File: src/rtl/alu_pkg.sv
// Shared definitions for the nibble-serial ALU sequencer: opcodes, FSM state,
// operation classes and the per-nibble ALU select mapping.
package alu_pkg;

    localparam int NIBBLE_W = 4;

    localparam logic [3:0] OP_ADD  = 4'b0000;
    localparam logic [3:0] OP_SUB  = 4'b0001;
    localparam logic [3:0] OP_ADC  = 4'b0010;
    localparam logic [3:0] OP_SBC  = 4'b0011;
    localparam logic [3:0] OP_AND  = 4'b0100;
    localparam logic [3:0] OP_OR   = 4'b0101;
    localparam logic [3:0] OP_XOR  = 4'b0110;
    localparam logic [3:0] OP_NOR  = 4'b0111;
    localparam logic [3:0] OP_NAND = 4'b1000;
    localparam logic [3:0] OP_XNOR = 4'b1001;
    localparam logic [3:0] OP_LT   = 4'b1010;
    localparam logic [3:0] OP_GT   = 4'b1011;
    localparam logic [3:0] OP_EQ   = 4'b1100;

    typedef enum logic [1:0] {
        ST_IDLE = 2'd0,
        ST_EXEC = 2'd1,
        ST_RESP = 2'd2
    } seq_state_e;

    typedef enum logic [1:0] {
        CLS_ADD   = 2'd0,
        CLS_SUB   = 2'd1,
        CLS_LOGIC = 2'd2,
        CLS_CMP   = 2'd3
    } op_class_e;

    // Unused opcodes 1101-1111 fall into the add class, like the ALU default.
    function automatic op_class_e op_class(input logic [3:0] op);
        case (op)
            OP_SUB, OP_SBC:                                     op_class = CLS_SUB;
            OP_AND, OP_OR, OP_XOR, OP_NOR, OP_NAND, OP_XNOR:    op_class = CLS_LOGIC;
            OP_LT, OP_GT, OP_EQ:                                op_class = CLS_CMP;
            default:                                            op_class = CLS_ADD;
        endcase
    endfunction

    function automatic logic [3:0] nibble_sel(input logic [3:0] op, input logic first);
        case (op)
            OP_SUB, OP_LT, OP_GT, OP_EQ:                        nibble_sel = first ? OP_SUB : OP_SBC;
            OP_SBC:                                             nibble_sel = OP_SBC;
            OP_ADC:                                             nibble_sel = OP_ADC;
            OP_AND, OP_OR, OP_XOR, OP_NOR, OP_NAND, OP_XNOR:    nibble_sel = op;
            default:                                            nibble_sel = first ? OP_ADD : OP_ADC;
        endcase
    endfunction

endpackage

File: src/rtl/nibble_shreg.sv
// Wide register addressed in 4-bit nibbles: whole-word load, one nibble
// written by index per cycle, and one nibble presented by index.
module nibble_shreg
    import alu_pkg::*;
#(
    parameter int NIBBLES = 4,
    parameter int IDX_W   = 2
) (
    input  logic                          clk,
    input  logic                          rst,
    input  logic                          load,
    input  logic [NIBBLE_W*NIBBLES-1:0]   load_data,
    input  logic                          wr_en,
    input  logic [IDX_W-1:0]              wr_idx,
    input  logic [NIBBLE_W-1:0]           wr_nib,
    input  logic [IDX_W-1:0]              rd_idx,
    output logic [NIBBLE_W-1:0]           rd_nib,
    output logic [NIBBLE_W*NIBBLES-1:0]   data
);

    logic [NIBBLE_W*NIBBLES-1:0] data_r;
    logic [NIBBLE_W-1:0]         rd_nib_s;

    // Storage: word load has priority over the indexed nibble write
    always_ff @(posedge clk or posedge rst) begin
        if (rst) begin
            data_r <= '0;
        end else if (load) begin
            data_r <= load_data;
        end else if (wr_en) begin
            for (int i = 0; i < NIBBLES; i++) begin
                if (wr_idx == IDX_W'(i)) begin
                    data_r[i*NIBBLE_W +: NIBBLE_W] <= wr_nib;
                end
            end
        end
    end

    // Read mux; an out-of-range index reads as zero
    always_comb begin
        rd_nib_s = 4'h0;
        for (int i = 0; i < NIBBLES; i++) begin
            rd_nib_s = (rd_idx == IDX_W'(i)) ? data_r[i*NIBBLE_W +: NIBBLE_W] : rd_nib_s;
        end
    end

    assign rd_nib = rd_nib_s;
    assign data   = data_r;

endmodule

File: src/rtl/alu_nibble_sequencer.sv
// Drives a 4-bit ALU one nibble per cycle (LSB first) to execute one wide op.
// Optional macro ALU_SEQ_OVF_EN adds the rsp_ovf signed-overflow output.
module alu_nibble_sequencer
    import alu_pkg::*;
#(
    parameter int NIBBLES = 4
) (
    input  logic                        clk,
    input  logic                        rst,
    input  logic                        req_valid,
    output logic                        req_ready,
    input  logic [3:0]                  req_op,
    input  logic [NIBBLE_W*NIBBLES-1:0] req_a,
    input  logic [NIBBLE_W*NIBBLES-1:0] req_b,
    input  logic                        req_cin,
    output logic                        rsp_valid,
    input  logic                        rsp_ready,
    output logic [NIBBLE_W*NIBBLES-1:0] rsp_result,
    output logic                        rsp_carry,
    output logic                        rsp_zero,
`ifdef ALU_SEQ_OVF_EN
    output logic                        rsp_ovf,
`endif
    output logic [3:0]                  alu_a,
    output logic [3:0]                  alu_b,
    output logic [3:0]                  alu_sel,
    output logic                        alu_cin,
    input  logic [3:0]                  alu_result,
    input  logic                        alu_cout
);

    localparam int W     = NIBBLE_W * NIBBLES;
    localparam int IDX_W = $clog2(NIBBLES);
    localparam logic [IDX_W-1:0] LAST = IDX_W'(NIBBLES - 1);

    seq_state_e       state_r;
    logic [3:0]       op_r;
    logic [IDX_W-1:0] cnt_r;
    logic             allzero_r;
    logic [W-1:0]     b_sh_r;
    logic             req_ready_r;
    logic             rsp_valid_r;
    logic [W-1:0]     rsp_result_r;
    logic             rsp_carry_r;
    logic             rsp_zero_r;
    logic [3:0]       alu_a_r;
    logic [3:0]       alu_b_r;
    logic [3:0]       alu_sel_r;
    logic             alu_cin_r;

    logic             accept_s;
    logic             exec_s;
    logic [3:0]       a_nib_s;
    logic [W-1:0]     res_data_s;
    op_class_e        cls_s;
    logic             eq_s;
    logic [W-1:0]     final_s;
    logic             carry_s;
`ifdef ALU_SEQ_OVF_EN
    logic             rsp_ovf_r;
    logic             ovf_s;
`endif

    assign accept_s = (state_r == ST_IDLE) && req_valid;
    assign exec_s   = (state_r == ST_EXEC);

    // Operand A is overwritten in place by the result; nibble i+1 is still A when read
    nibble_shreg #(
        .NIBBLES (NIBBLES),
        .IDX_W   (IDX_W)
    ) u_res (
        .clk       (clk),
        .rst       (rst),
        .load      (accept_s),
        .load_data (req_a),
        .wr_en     (exec_s),
        .wr_idx    (cnt_r),
        .wr_nib    (alu_result),
        .rd_idx    (cnt_r + 1'b1),
        .rd_nib    (a_nib_s),
        .data      (res_data_s)
    );

    // Final response value, taken combinationally at the last EXEC edge
    always_comb begin
        cls_s   = op_class(op_r);
        eq_s    = allzero_r & (alu_result == 4'h0);
        final_s = {alu_result, res_data_s[W-NIBBLE_W-1:0]};
        carry_s = alu_cout;
        case (cls_s)
            CLS_CMP: begin
                case (op_r)
                    OP_LT:   final_s = W'(alu_cout);
                    OP_EQ:   final_s = W'(eq_s);
                    default: final_s = W'(!alu_cout && !eq_s);
                endcase
            end
            CLS_LOGIC: begin
                carry_s = 1'b0;
            end
            default: begin
                carry_s = alu_cout;
            end
        endcase
`ifdef ALU_SEQ_OVF_EN
        ovf_s = 1'b0;
        if (cls_s == CLS_ADD || cls_s == CLS_SUB) begin
            ovf_s = (alu_a_r[3] == (alu_b_r[3] ^ (cls_s == CLS_SUB))) && (alu_result[3] != alu_a_r[3]);
        end else begin
            ovf_s = 1'b0;
        end
`endif
    end

    // Sequencer FSM with all outputs registered
    always_ff @(posedge clk or posedge rst) begin
        if (rst) begin
            state_r      <= ST_IDLE;
            op_r         <= OP_ADD;
            cnt_r        <= '0;
            allzero_r    <= 1'b0;
            b_sh_r       <= '0;
            req_ready_r  <= 1'b1;
            rsp_valid_r  <= 1'b0;
            rsp_result_r <= '0;
            rsp_carry_r  <= 1'b0;
            rsp_zero_r   <= 1'b0;
            alu_a_r      <= 4'h0;
            alu_b_r      <= 4'h0;
            alu_sel_r    <= 4'b0000;
            alu_cin_r    <= 1'b0;
`ifdef ALU_SEQ_OVF_EN
            rsp_ovf_r    <= 1'b0;
`endif
        end else begin
            case (state_r)
                ST_IDLE: begin
                    if (req_valid) begin
                        state_r     <= ST_EXEC;
                        req_ready_r <= 1'b0;
                        op_r        <= req_op;
                        cnt_r       <= '0;
                        allzero_r   <= 1'b1;
                        alu_a_r     <= req_a[3:0];
                        alu_b_r     <= req_b[3:0];
                        b_sh_r      <= req_b >> NIBBLE_W;
                        alu_sel_r   <= nibble_sel(req_op, 1'b1);
                        alu_cin_r   <= (req_op == OP_ADC || req_op == OP_SBC) ? req_cin : 1'b0;
                    end
                end
                ST_EXEC: begin
                    allzero_r <= allzero_r & (alu_result == 4'h0);
                    if (cnt_r == LAST) begin
                        state_r      <= ST_RESP;
                        rsp_valid_r  <= 1'b1;
                        rsp_result_r <= final_s;
                        rsp_carry_r  <= carry_s;
                        rsp_zero_r   <= (final_s == '0);
                        alu_a_r      <= 4'h0;
                        alu_b_r      <= 4'h0;
                        alu_sel_r    <= 4'b0000;
                        alu_cin_r    <= 1'b0;
`ifdef ALU_SEQ_OVF_EN
                        rsp_ovf_r    <= ovf_s;
`endif
                    end else begin
                        cnt_r     <= cnt_r + 1'b1;
                        alu_a_r   <= a_nib_s;
                        alu_b_r   <= b_sh_r[3:0];
                        b_sh_r    <= b_sh_r >> NIBBLE_W;
                        alu_sel_r <= nibble_sel(op_r, 1'b0);
                        alu_cin_r <= (cls_s == CLS_LOGIC) ? 1'b0 : alu_cout;
                    end
                end
                ST_RESP: begin
                    if (rsp_ready) begin
                        state_r     <= ST_IDLE;
                        rsp_valid_r <= 1'b0;
                        req_ready_r <= 1'b1;
                    end
                end
                default: begin
                    state_r     <= ST_IDLE;
                    rsp_valid_r <= 1'b0;
                    req_ready_r <= 1'b1;
                end
            endcase
        end
    end

    assign req_ready  = req_ready_r;
    assign rsp_valid  = rsp_valid_r;
    assign rsp_result = rsp_result_r;
    assign rsp_carry  = rsp_carry_r;
    assign rsp_zero   = rsp_zero_r;
    assign alu_a      = alu_a_r;
    assign alu_b      = alu_b_r;
    assign alu_sel    = alu_sel_r;
    assign alu_cin    = alu_cin_r;
`ifdef ALU_SEQ_OVF_EN
    assign rsp_ovf    = rsp_ovf_r;
`endif

endmodule

File: config.mk
export PLATFORM = sky130hd
export DESIGN_NAME = alu_nibble_sequencer
export DESIGN_NICKNAME = d
export VERILOG_FILES = /design/src/rtl/alu_pkg.sv /design/src/rtl/nibble_shreg.sv /design/src/rtl/alu_nibble_sequencer.sv
export SDC_FILE = /design/constraint.sdc
export NUM_CORES = 1
export LEC_CHECK = 0
export BUFFER_PORTS_ARGS = -buffer_cell sky130_fd_sc_hd__clkbuf_2
export CAP_MARGIN = 25
export CELL_PAD_IN_SITES_DETAIL_PLACEMENT = 1
export CELL_PAD_IN_SITES_GLOBAL_PLACEMENT = 2
export CORE_UTILIZATION = 32
export DETAILED_ROUTE_END_ITERATION = 8
export GPL_TIMING_DRIVEN = 0
export PLACE_DENSITY_LB_ADDON = 0.1
export SLEW_MARGIN = 20
export SYNTH_ARGS = -nofsm -noshare
export SYNTH_HDL_FRONTEND = slang
export SYNTH_SLANG_ARGS = --single-unit
File: constraint.sdc
create_clock -name clk -period 2.75 [get_ports clk]
set_input_delay 0.275 -clock clk [delete_from_list [all_inputs] [get_ports clk]]
set_output_delay 0.275 -clock clk [all_outputs]
set_load 0.005 [all_outputs]
## Word-level counts from Yosys, hierarchy flattened

Memory sizes are Yosys's and may differ from the RTL's.
Cells that the tools add are included.
Widths: inputs -> output; s select.

- Memory bits (read-only): 32
- Register bits: 74
- Output and inout port bits: 33
- Memories kept: 1
- Bits of input ports: 46

Memories:

| name | words | bits a word | rd ports | clocked after memory_dff | write ports | line | RTL |
|---|---|---|---|---|---|---|---|
| (name not given) | 16 | 2 | 1 | 0 | 0 | alu_pkg.sv:36 | `case (op)` |

- Equal/unequal tests: 37
- Add/sub/neg operators: 1
- Bitwise logic cells: 3
- Reduce and logical (&&, ||, !) cells: 31
- Mux-type cells: 46

Operator list:

| kind | number |
|---|---|
| $mux 16 | 5 |
| $mux 4 | 14 |
| $eq 4x4->1 const B | 10 |
| $eq 4x3->1 const B | 8 |
| $pmux 16 s2 | 1 |
| $pmux 4 s2 | 4 |
| $logic_not 16->1 | 1 |
| $pmux 4 s4 | 1 |
| $eq 2x2->1 const B | 7 |
| $reduce_and 2->1 | 7 |
| $eq 4x2->1 const B | 3 |
| $reduce_and 3->1 | 4 |
| $reduce_bool 2->1 | 6 |
| $reduce_or 6->1 | 2 |
| $mux 2 | 5 |
| $mux 1 | 9 |
| $eq 4x1->1 const B | 2 |
| $eq 2x1->1 const B | 3 |
| $logic_not 2->1 | 3 |
| $ne 2x2->1 const B | 3 |
| $pmux 1 s2 | 3 |
| $pmux 1 s3 | 2 |
| $pmux 2 s3 | 1 |
| $reduce_or 5->1 | 1 |
| other kinds (10) | 13 |

## Depth between registers and ports, before layout

Gate-level depths: netlist of the first run.

- Depth in word-level cells: 8
- Gate-level depth with buffers: 6
- Gate-level depth less buffers: 6

## By module

Synthesis of the first run repeated with hierarchy kept, for this count alone.

- Cell total of the unflattened synthesis: 362
- Area, all modules: 3407.0 um^2

Modules (own cells, without submodules):

| module | cells each | area each (um^2) | times used |
|---|---|---|---|
| alu_nibble_sequencer | 266 | 2513.7 | 1 |
| nibble_shreg | 96 | 893.4 | 1 |

## Worst setup path after synthesis of the first run

Ideal clock, no wire load.

- Path kind: flip-flop to flip-flop
- From: register cnt_r[0]
- To: register alu_a_r[0] (netlist: alu_a[0])
- Stages on the path, launching flop included: 7
- Setup slack: 1.129 ns
- Buffers on the path: 0
- Data required time: 2.619 ns
- Arrival time: 1.490 ns
- Cells stage by stage: dfrtp_1 inv_1 ha_1 nor2b_1 a221oi_1 nor3_1 or3_1

- Cells in the longest elaborated chain, start to end: 8

Ends and longest elaborated chain:

| item | line | RTL |
|---|---|---|
| start, declared | alu_nibble_sequencer.sv:38 | `logic [IDX_W-1:0] cnt_r;` |
| start signal, assigned | alu_nibble_sequencer.sv:167 | `cnt_r <= cnt_r + 1'b1;` |
| $add 2x1->2 | alu_nibble_sequencer.sv:79 | `.rd_idx (cnt_r + 1'b1),` |
| $logic_not 2->1 | nibble_shreg.sv:43 | `rd_nib_s = (rd_idx == IDX_W'(i)) ? data_r[i*NIBBLE_W +: NIBBLE_W] : rd_nib_s;` |
| $mux 4 (4 in a row) | nibble_shreg.sv:43 |  |
| $mux 4 (*) | alu_nibble_sequencer.sv:153 | `if (cnt_r == LAST) begin` |
| $pmux 4 s2 (*) | alu_nibble_sequencer.sv:136 | `case (state_r)` |
| end signal, assigned | alu_nibble_sequencer.sv:144 | `alu_a_r <= req_a[3:0];` |
| end signal, assigned | alu_nibble_sequencer.sv:168 | `alu_a_r <= a_nib_s;` |
| end, declared | alu_nibble_sequencer.sv:46 | `logic [3:0] alu_a_r;` |

Every way passes the cells marked *; elsewhere a longest branch is shown, timed or not.
A chain may end at the register's enable or synchronous reset.

## Final worst setup path of the first run

- From: register cnt_r[0]
- To: register b_sh_r[7]

- Cells in the longest elaborated chain, start to end: 3

Ends and longest elaborated chain:

| item | line | RTL |
|---|---|---|
| $eq 2x2->1 | alu_nibble_sequencer.sv:153 |  |
| $ne 2x2->1 (no source line) | n/a |  |
| $reduce_and 3->1 (no source line) | n/a |  |
| end signal, assigned | alu_nibble_sequencer.sv:146 | `b_sh_r <= req_b >> NIBBLE_W;` |
| end signal, assigned | alu_nibble_sequencer.sv:170 | `b_sh_r <= b_sh_r >> NIBBLE_W;` |
| end, declared | alu_nibble_sequencer.sv:40 | `logic [W-1:0] b_sh_r;` |

No other way between the ends.

==> flow_summary.json, run 1 <==
{
  "ys_ff_latch": 70,
  "die_y_um": 104.6,
  "tightest_slew_ns": 0.6777,
  "slew_violations": 0,
  "period_share_pct": 75.63,
  "critPathKind": "register to register",
  "ys_warn_count": 0,
  "power_leakage_nw": 2.061,
  "min_from": "req_a[5]",
  "ys_seq_area_share_pct": 52.06,
  "timing.rr.end": "b_sh_r[7]",
  "synthSimpleGateAreaFrac_pct": 23.26,
  "die_x_um": 104.6,
  "maxSlewHeadroom_pct": 54.62,
  "synth.distinct_cells": 48,
  "initial_core_util_pct": 32.76,
  "max_freq_mhz": 480.8,
  "num_antenna_cells": 0,
  "cts_tree": "built",
  "areaGrowthSynthToFinish_pct": 23.00,
  "rsz0062_at_grt": "no",
  "gr-total-overflow": 0,
  "wl_per_cell_um": 17.16,
  "hold_path.class": "primary input to register",
  "nets": 504,
  "fin_cells": 592,
  "holdPathStages": 3,
  "power.density_mw_per_mm2": 1153,
  "grt_usage_pct": 20.13,
  "reg2reg_setup_slack_ns": 0.67,
  "vias": 2952,
  "dp_cells": 577,
  "yosysTopAreaCell": "dfrtp_1",
  "postCtsHoldBufs": 1,
  "cts-root-buf": "clkbuf_8",
  "cts_num_sinks": 70,
  "synth-xor-area-share_pct": 0.2601,
  "synth_compound_area_share_pct": 14.16,
  "grt_pass1_vias": 3075,
  "min_period_ns": 2.080,
  "h-tree-depth": 3,
  "crit_fanout": 10,
  "avgSynthCellArea_um2": 9.301,
  "timing.critical_path.to_type": "register",
  "maxCapViolations": 0,
  "clockBufferDepth": 2,
  "synthMuxAreaShare_pct": 4.496,
  "crit_arrival_ns": 2.30,
  "worstReg2RegStart": "cnt_r[0]",
  "holdWs_ns": 0.1377,
  "layout-drive-gt1-share_pct": 25.44,
  "ctsResizeCount": 0,
  "worstSkewPairLatency_ns": 0.35,
  "synthTopCellsByArea": "dfrtp_1 51%, nand2_1 11%, o21ai_0 4.5%, mux2i_1 4.2%, nand3_1 2.8%",
  "port_buffers": 78,
  "synth_top_family_by_area": "simple AND/OR/NAND/NOR gates",
  "rows": 37,
  "total_power_w": 0.004776,
  "dr.pass1.iters": 6,
  "drc": 0,
  "critPathRequiredTime_ns": 2.97,
  "fin_setup_tns_ns": 0,
  "synthCells": 362,
  "synth_edf_count": 0,
  "cts_setup_buffers": 0,
  "outcome": "finished, final reports clean",
  "numCtsBuffers": 9,
  "coreArea_mm2": 0.01028,
  "reg2regPathDepth": 6,
  "viasPerCell": 4.986,
  "finClkSkew_ns": 0.009657,
  "ant_nets": 0,
  "grt_max_degree": 43,
  "final_util_pct": 40.30,
  "synth_nets": 413,
  "io_pins": 79,
  "routabilityCongestion": 0.7964,
  "peakVddDrop_uv": 335.2,
  "setup_viol": 0,
  "yosys.area.top_type_share_pct": 51.28,
  "hpwl_mm": 7.611,
  "design.die.area_mm2": 0.01094,
  "totalWireLength_mm": 10.16,
  "syn_area_mm2": 0.003367,
  "synthAdderAreaFrac_pct": 1.858,
  "hold_violations": 0,
  "hold_end": "u_res.data[5]",
  "path_clk_slew_ns": 0.08,
  "grt_pass1_wl_mm": 16.62,
  "yosys_most_used_dff": "dfrtp_1",
  "drt_iter0_markers": 56,
  "async_reset_ff_share_pct": 100.0,
  "critPathLaunchType": "register",
  "antenna_found_initial": 0
}
cells by family (layout without fill, tap and decap cells):
logic type                 Yosys count  count (layout)
and+or+nand+nor                    165             165
AOI/OAI and AO/OA                   77              77
DFF                                 70              70
buffers and inverters               29             123
muxes                               15              15
adders and majority gates            5               5
xor gates and xnor gates             1               1
power by group:
part | switching, W | leakage (nW) | total, W | internal, W
sequential | 0.000364 | 0.864 | 0.00190 | 0.00153
combinational | 0.00125 | 1.11 | 0.00211 | 0.000855
clock | 0.000382 | 0.0914 | 0.000773 | 0.000391
total | 0.00200 | 2.06 | 0.00478 | 0.00278
flip-flops by register name, indices dropped and copies added (netlist names), 2 cells and up:
register	cells
rsp_result	16
u_res.data	16
b_sh_r	12
alu_a	4
alu_b	4
alu_sel	4
op_r	4
cnt_r	2
state_r	2
cell usage in the layout, fill, tap and decap left out, drive strengths merged, types with 2 or more instances in the layout:
| master | Yosys | routed |
|---|---|---|
| nand3 | 19 | 19 |
| dfrtp | 69 | 69 |
| a22o | 5 | 5 |
| a21oi | 11 | 11 |
| o211ai | 3 | 3 |
| nor3 | 4 | 4 |
| buf | 11 | 12 |
| o22ai | 3 | 3 |
| and2 | 3 | 3 |
| or3b | 2 | 2 |
| a2111oi | 2 | 2 |
| ha | 5 | 5 |
| a31oi | 14 | 14 |
| and3 | 3 | 3 |
| mux2i | 14 | 14 |
| inv | 8 | 8 |
| nor2 | 13 | 13 |
| a221oi | 3 | 3 |
| nor4 | 3 | 3 |
| nand2 | 99 | 99 |
| nor3b | 4 | 4 |
| nor2b | 5 | 5 |
| clkbuf | 10 | 101 |
| nand2b | 3 | 3 |
| or3 | 2 | 2 |
| o21ai | 33 | 33 |
final cells by class:
class | count | area [um^2]
buffer | 21 | 101.3
clock buffer | 13 | 168.9
clock inverter | 1 | 5.005
fill | 1257 | 6136
inverter | 8 | 32.53
multi-input combinational | 263 | 1483
sequential | 70 | 1753
tap | 136 | 170.2
timing repair buffer | 80 | 427.9
layer usage:
metal	part of all wire [%]	track usage [%]	routed length, um
met1	47	26.13	4735
met5	0	0	0
met2	49	33.02	4939
met3	3.0	4.616	306
met4	1.8	6.841	178
synthesized netlist by cell type (7+ instances only):
cell / count
nand2_1: 99
dfrtp_1: 69
o21ai_0: 30
nand3_1: 19
a31oi_1: 14
mux2i_1: 14
nor2_1: 12
a21oi_1: 11
clkbuf_1: 10
buf_2: 9
inv_1: 7
metrics by stage:
step                cell area (um^2)  setup slack (ns)
global route                    4141            0.5331
detailed placement              3958            0.7027
global placement                3928           -0.4063
CTS                             4141            0.6881
floorplan                       3367            0.7084
finish                          4141            0.6702
worst max-delay path by stage:
stage | cells past startpoint | endpoint | start | slack, ns
global route | 6 | b_sh_r[7] | cnt_r[0] | 0.53
finish | 6 | b_sh_r[7] | cnt_r[0] | 0.67
floorplan | 1 | allzero_r | rst | 0.71
CTS | 6 | b_sh_r[7] | cnt_r[0] | 0.69
global placement | 2 | rsp_result[13] | rst | -0.41
detailed placement | 6 | b_sh_r[7] | cnt_r[0] | 0.70
worst max-delay path, cell delays in order, from the launching register on:
cell and delay, ns:
dfrtp_1 0.44, ha_1 0.30, nor3b_2 0.53, nor2_2 0.18
inv_2 0.20, buf_4 0.20, a31oi_1 0.10
Note: power is estimated with default switching activity, not from simulation.
==> run 2: changes to the inputs <==
clock period = 2 ns   (was 2.75 ns; I/O delays follow)
==> run 2 against run 1 <==
Against the previous run: wire length down 0.54%; maximum frequency increased by 11%; power increased by 38%; design area up 0.73%; die area unchanged; utilization is 0.29 points higher; combinational power up 39%; flip-flop and latch count is the same; sequential share of layout area decreased by 0.30 points; count of clock-buffer cells in the layout did not move; clock power up 37%.
==> flow_summary.json, run 2 (synthesis gave the netlist of run 1 again) <==
{
  "outcome": "finished, final reports clean",
  "ant_nets": 0,
  "cts_setup_buffers": 0,
  "hpwl_mm": 7.611,
  "rsz0062_at_grt": "no",
  "drt_iter0_markers": 68,
  "final_util_pct": 40.59,
  "drc": 0,
  "startpoint": "cnt_r[0]",
  "critPathKind": "register to register",
  "routabilityCongestion": 0.7964,
  "crit_chain": "inv_1 -> ha_1 -> nor2b_1 -> a221oi_1 -> nor3_1 -> or3_1",
  "cts-root-buf": "clkbuf_8",
  "place_area_mm2": 0.003958,
  "wl_per_cell_um": 17.07,
  "maxCapViolations": 0,
  "hold_violations": 0,
  "cp_slowest_stage_delay_ns": 0.44,
  "route.met2.wl_mm": 4.927,
  "power.density_mw_per_mm2": 1585,
  "grt_pass1_wl_mm": 16.62,
  "grt_pass1_vias": 3075,
  "grt_max_degree": 43,
  "period_share_pct": 94.07,
  "cts_num_sinks": 70,
  "fin_area_mm2": 0.004172,
  "power_leakage_nw": 2.064,
  "antenna_found_initial": 0,
  "design.die.area_mm2": 0.01094,
  "min_from": "req_a[5]",
  "peakVddDrop_uv": 461.0,
  "reg2reg_setup_slack_ns": 0.12,
  "critPathRequiredTime_ns": 2.24,
  "cp_slowest_cell": "dfrtp_1",
  "worstReg2RegStart": "cnt_r[0]",
  "die_x_um": 104.6,
  "path_clk_slew_ns": 0.08,
  "port_buffers": 78,
  "tightest_slew_ns": 0.5893,
  "multi_input_area_mm2": 0.001510,
  "fillers": 1254,
  "holdWs_ns": 0.06309,
  "nets": 504,
  "slew_violations": 0,
  "drt-met1-wl_mm": 4.693,
  "min_period_ns": 1.881,
  "route.met3.wl_um": 306,
  "timing.critical_path.to_type": "register",
  "initial_core_util_pct": 32.76,
  "critPathLaunchType": "register",
  "areaGrowthSynthToFinish_pct": 23.89,
  "vias": 2945,
  "die_y_um": 104.6,
  "setup_viol": 0,
  "io_pins": 79,
  "final_cell_mix": "99 x nand2_1, 78 x clkbuf_2, 69 x dfrtp_1",
  "h-tree-depth": 3,
  "worstSkewPairLatency_ns": 0.35,
  "clockBufferDepth": 2,
  "hold_path.class": "primary input to register",
  "gr-total-overflow": 0,
  "max_freq_mhz": 531.5,
  "finClkSkew_ns": 0.009541,
  "coreArea_mm2": 0.01028,
  "regArea_mm2": 0.001753,
  "dr.max_layer_used": "met4",
  "viasPerCell": 4.975,
  "dr.pass1.iters": 6,
  "crit_arrival_ns": 2.12,
  "totalWireLength_mm": 10.11,
  "mostFrequentLayoutCell": "nand2_1",
  "crit_fanout": 8,
  "grt_usage_pct": 20.13,
  "layout-drive-gt1-share_pct": 25.66,
  "maxSlewHeadroom_pct": 60.61,
  "cts_tree": "built",
  "numCtsBuffers": 9,
  "num_antenna_cells": 0,
  "rows": 37
}
-- run 2: cell counts in the layout (fill, tap and decap cells not counted) --
No cell type changed its count.
-- run 2: power by group --
group | switching (W) | internal [W]
Sequential | 0.000510 | 0.00211
Clock | 0.000523 | 0.000537
Combinational | 0.00172 | 0.00121
-- run 2: layer usage --
layer	GRT usage [%]	vias up
met2	33.02	58
met4	6.841	0
met3	4.616	14
met5	0	-
li1	-	1436
met1	26.13	1437
-- run 2: through the flow --
stage | std cells | setup slack (ns) | setup TNS, ns | power (W)
after CTS | 592 | 0.01229 | 0 | 0.006669
after floorplan | 362 | 0.03344 | 0 | 0.004431
after global placement | 576 | -1.081 | -74.89 | 0.005495
final | 592 | 0.1185 | 0 | 0.006611
after global routing | 592 | 0.01327 | 0 | 0.007180
after detailed placement | 577 | -0.04734 | -0.2357 | 0.005579
-- run 2: final cells by class --
type                    count  area share [%]
plain buffers              21           2.430
clock buffers              13           4.049
clock inverters             1          0.1200
inverters                   8          0.8398
multi-input cells         263           36.20
flip-flops and latches     70           42.02
well taps                 136           4.079
repair buffers             80           10.26
-- run 2: repair_timing --
action	4_1_cts	5_1_grt
gates resized for setup	1	4
endpoints found under the hold margin	27	0
pin swaps	0	1
hold buffers	1	0
cloned	0	0
setup endpoints to repair	9	27
-- run 2: worst paths after layout --
| kind | to | depth (start not counted) |
|---|---|---|
| min in group asynchronous | rsp_valid | 3 |
| hold reg to reg | rsp_result[10] | 2 |
| setup reg to reg | alu_a[1] | 6 |
| hold / removal | u_res.data[5] | 3 |
| setup / recovery | alu_a[1] | 6 |
| max in group asynchronous | rsp_result[14] | 4 |
-- run 2: critical path, delay by kind of cell (launching register included) --
kind | cells | cell delay (ns)
and+or+nand+nor | 3 | 0.57
DFF | 1 | 0.44
AOI/OAI and AO/OA | 1 | 0.33
adders and majority gates | 1 | 0.31
buffers and inverters | 1 | 0.11
==> run 3: changes to the inputs <==
GPL_TIMING_DRIVEN = not set   (was 0)
==> run 3 against run 2 <==
Against the previous run: first-iteration DRC count down 29%; sequential share of layout area down 0.40 points; combinational power about the same; clock skew about the same; sequential power up 2%; maximum frequency up 4.9%; worst setup slack better by 0.087 ns; final cell count up 0.34%; register-to-register slack better by 0.09 ns; non-clock buffer count unchanged; largest cell class unchanged.
==> flow_summary.json, run 3 (synthesis gave the netlist of run 1 again) <==
{
  "crit_arrival_ns": 2.03,
  "drt_iter0_markers": 48,
  "worstReg2RegStart": "cnt_r[0]",
  "timing.rr.end": "alu_a[0]",
  "grt_pass1_vias": 3074,
  "post-place-ws_ns": 0.2002,
  "grt_usage_pct": 19.39,
  "slew_violations": 0,
  "vias": 2970,
  "tightest_slew_ns": 0.6145,
  "crit_fanout": 8,
  "initial_core_util_pct": 32.76,
  "die_y_um": 104.6,
  "holdPathStages": 3,
  "die_x_um": 104.6,
  "rsz0062_at_grt": "no",
  "min_from": "req_a[9]",
  "clockBufferDepth": 2,
  "hold_end": "u_res.data[9]",
  "layout-drive-gt1-share_pct": 27.73,
  "dr.pass1.iters": 4,
  "critPathLaunchType": "register",
  "min_period_ns": 1.794,
  "drc": 0,
  "setup_viol": 0,
  "hold_path.class": "primary input to register",
  "areaGrowthSynthToFinish_pct": 25.08,
  "reg2reg_setup_slack_ns": 0.21,
  "routabilityCongestion": 0.7560,
  "path_clk_slew_ns": 0.08,
  "dp_cells": 577,
  "mostFrequentLayoutCell": "nand2_1",
  "wl_per_cell_um": 16.50,
  "totalWireLength_mm": 9.802,
  "place_area_mm2": 0.004023,
  "maxCapViolations": 0,
  "maxSlewHeadroom_pct": 59.03,
  "fin_cells": 594,
  "grt_max_degree": 71,
  "nets": 504,
  "numCtsBuffers": 9,
  "ctsResizeCount": 0,
  "antenna_found_initial": 0,
  "h-tree-depth": 3,
  "fin_setup_tns_ns": 0,
  "port_buffers": 78,
  "max_freq_mhz": 557.4,
  "multi_input_area_mm2": 0.001489,
  "worstSkewPairLatency_ns": 0.35,
  "hold_violations": 0,
  "fin_ws_ns": 0.2058,
  "critPathRequiredTime_ns": 2.23,
  "timing.critical_path.to_type": "register",
  "holdWs_ns": 0.04593,
  "final_cell_mix": "99 x nand2_1, 78 x clkbuf_2, 69 x dfrtp_1",
  "fin_area_mm2": 0.004212,
  "cts_tree": "built",
  "peakVddDrop_uv": 497.9,
  "regArea_mm2": 0.001753,
  "fillers": 1254,
  "power_leakage_nw": 2.097,
  "cts_num_sinks": 70,
  "power.density_mw_per_mm2": 1578,
  "num_antenna_cells": 0,
  "ant_nets": 0,
  "cts-root-buf": "clkbuf_8",
  "period_share_pct": 89.71,
  "finClkSkew_ns": 0.009896,
  "io_pins": 79,
  "coreArea_mm2": 0.01028,
  "hpwl_mm": 7.215,
  "reg2regPathDepth": 6,
  "critPathKind": "register to register",
  "outcome": "finished, final reports clean",
  "design.die.area_mm2": 0.01094,
  "rows": 37,
  "viasPerCell": 5.000,
  "grt_pass1_wl_mm": 16.34,
  "gr-total-overflow": 0
}
[run 3: cell count changes in the layout (fill, tap and decap cells not counted), sizes merged]
| cell | change |
|---|---|
| clkinvlp | +2 |
| clkbuf | -10 |
| buf | +10 |
[run 3: through the flow]
step,util (%),total power (W)
6_report,40.98,0.006647
5_1_grt,40.98,0.007250
4_1_cts,40.98,0.006745
3_5_place_dp,39.14,0.005650
3_3_place_gp,39.14,0.005587
2_1_floorplan,-,0.004431
[run 3: worst max path at each step]
stage	from	end	slack, ns
3_3_place_gp	cnt_r[0]	alu_a[0]	0.28
5_1_grt	cnt_r[0]	alu_a[1]	0.09
2_1_floorplan	rst	allzero_r	0.03
6_report	cnt_r[0]	alu_a[0]	0.21
3_5_place_dp	cnt_r[0]	alu_a[0]	0.20
4_1_cts	cnt_r[0]	alu_a[0]	0.20
[run 3: final cells by class]
class	instances	area share [%]
clock buffer	13	3.773
clock inverter	3	0.4753
inverter	8	0.7130
multi-input combinational	263	35.35
sequential	70	41.62
tap	136	4.040
timing repair buffer	101	14.02
[run 3: metal layers]
layer | global-route usage [%] | wire length (um) | up-vias
met2 | 31.50 | 4722 | 55
met1 | 26.01 | 4656 | 1467
met5 | 0 | 0 | -
met3 | 3.119 | 280 | 12
met4 | 7.243 | 142 | 0
li1 | - | - | 1436
[run 3: power breakdown]
| group | switching [W] | internal [W] | total (W) |
|---|---|---|---|
| combinational | 0.00164 | 0.00127 | 0.00291 |
| clock | 0.000557 | 0.000518 | 0.00107 |
| sequential | 0.000553 | 0.00211 | 0.00266 |
| total | 0.00275 | 0.00390 | 0.00665 |
[run 3: timing repair]
| action | in CTS | in global routing |
|---|---|---|
| buffers inserted | 0 | 0 |
| hold buffers | 1 | 0 |
| hold endpoints to repair | 69 | 0 |
[run 3: worst max-delay path: stages (launching register included)]
cell	delay (ns)
dfrtp_1	0.44
inv_1	0.10
ha_1	0.29
nor2b_1	0.10
a221oi_1	0.30
nor3_1	0.09
or3_1	0.36
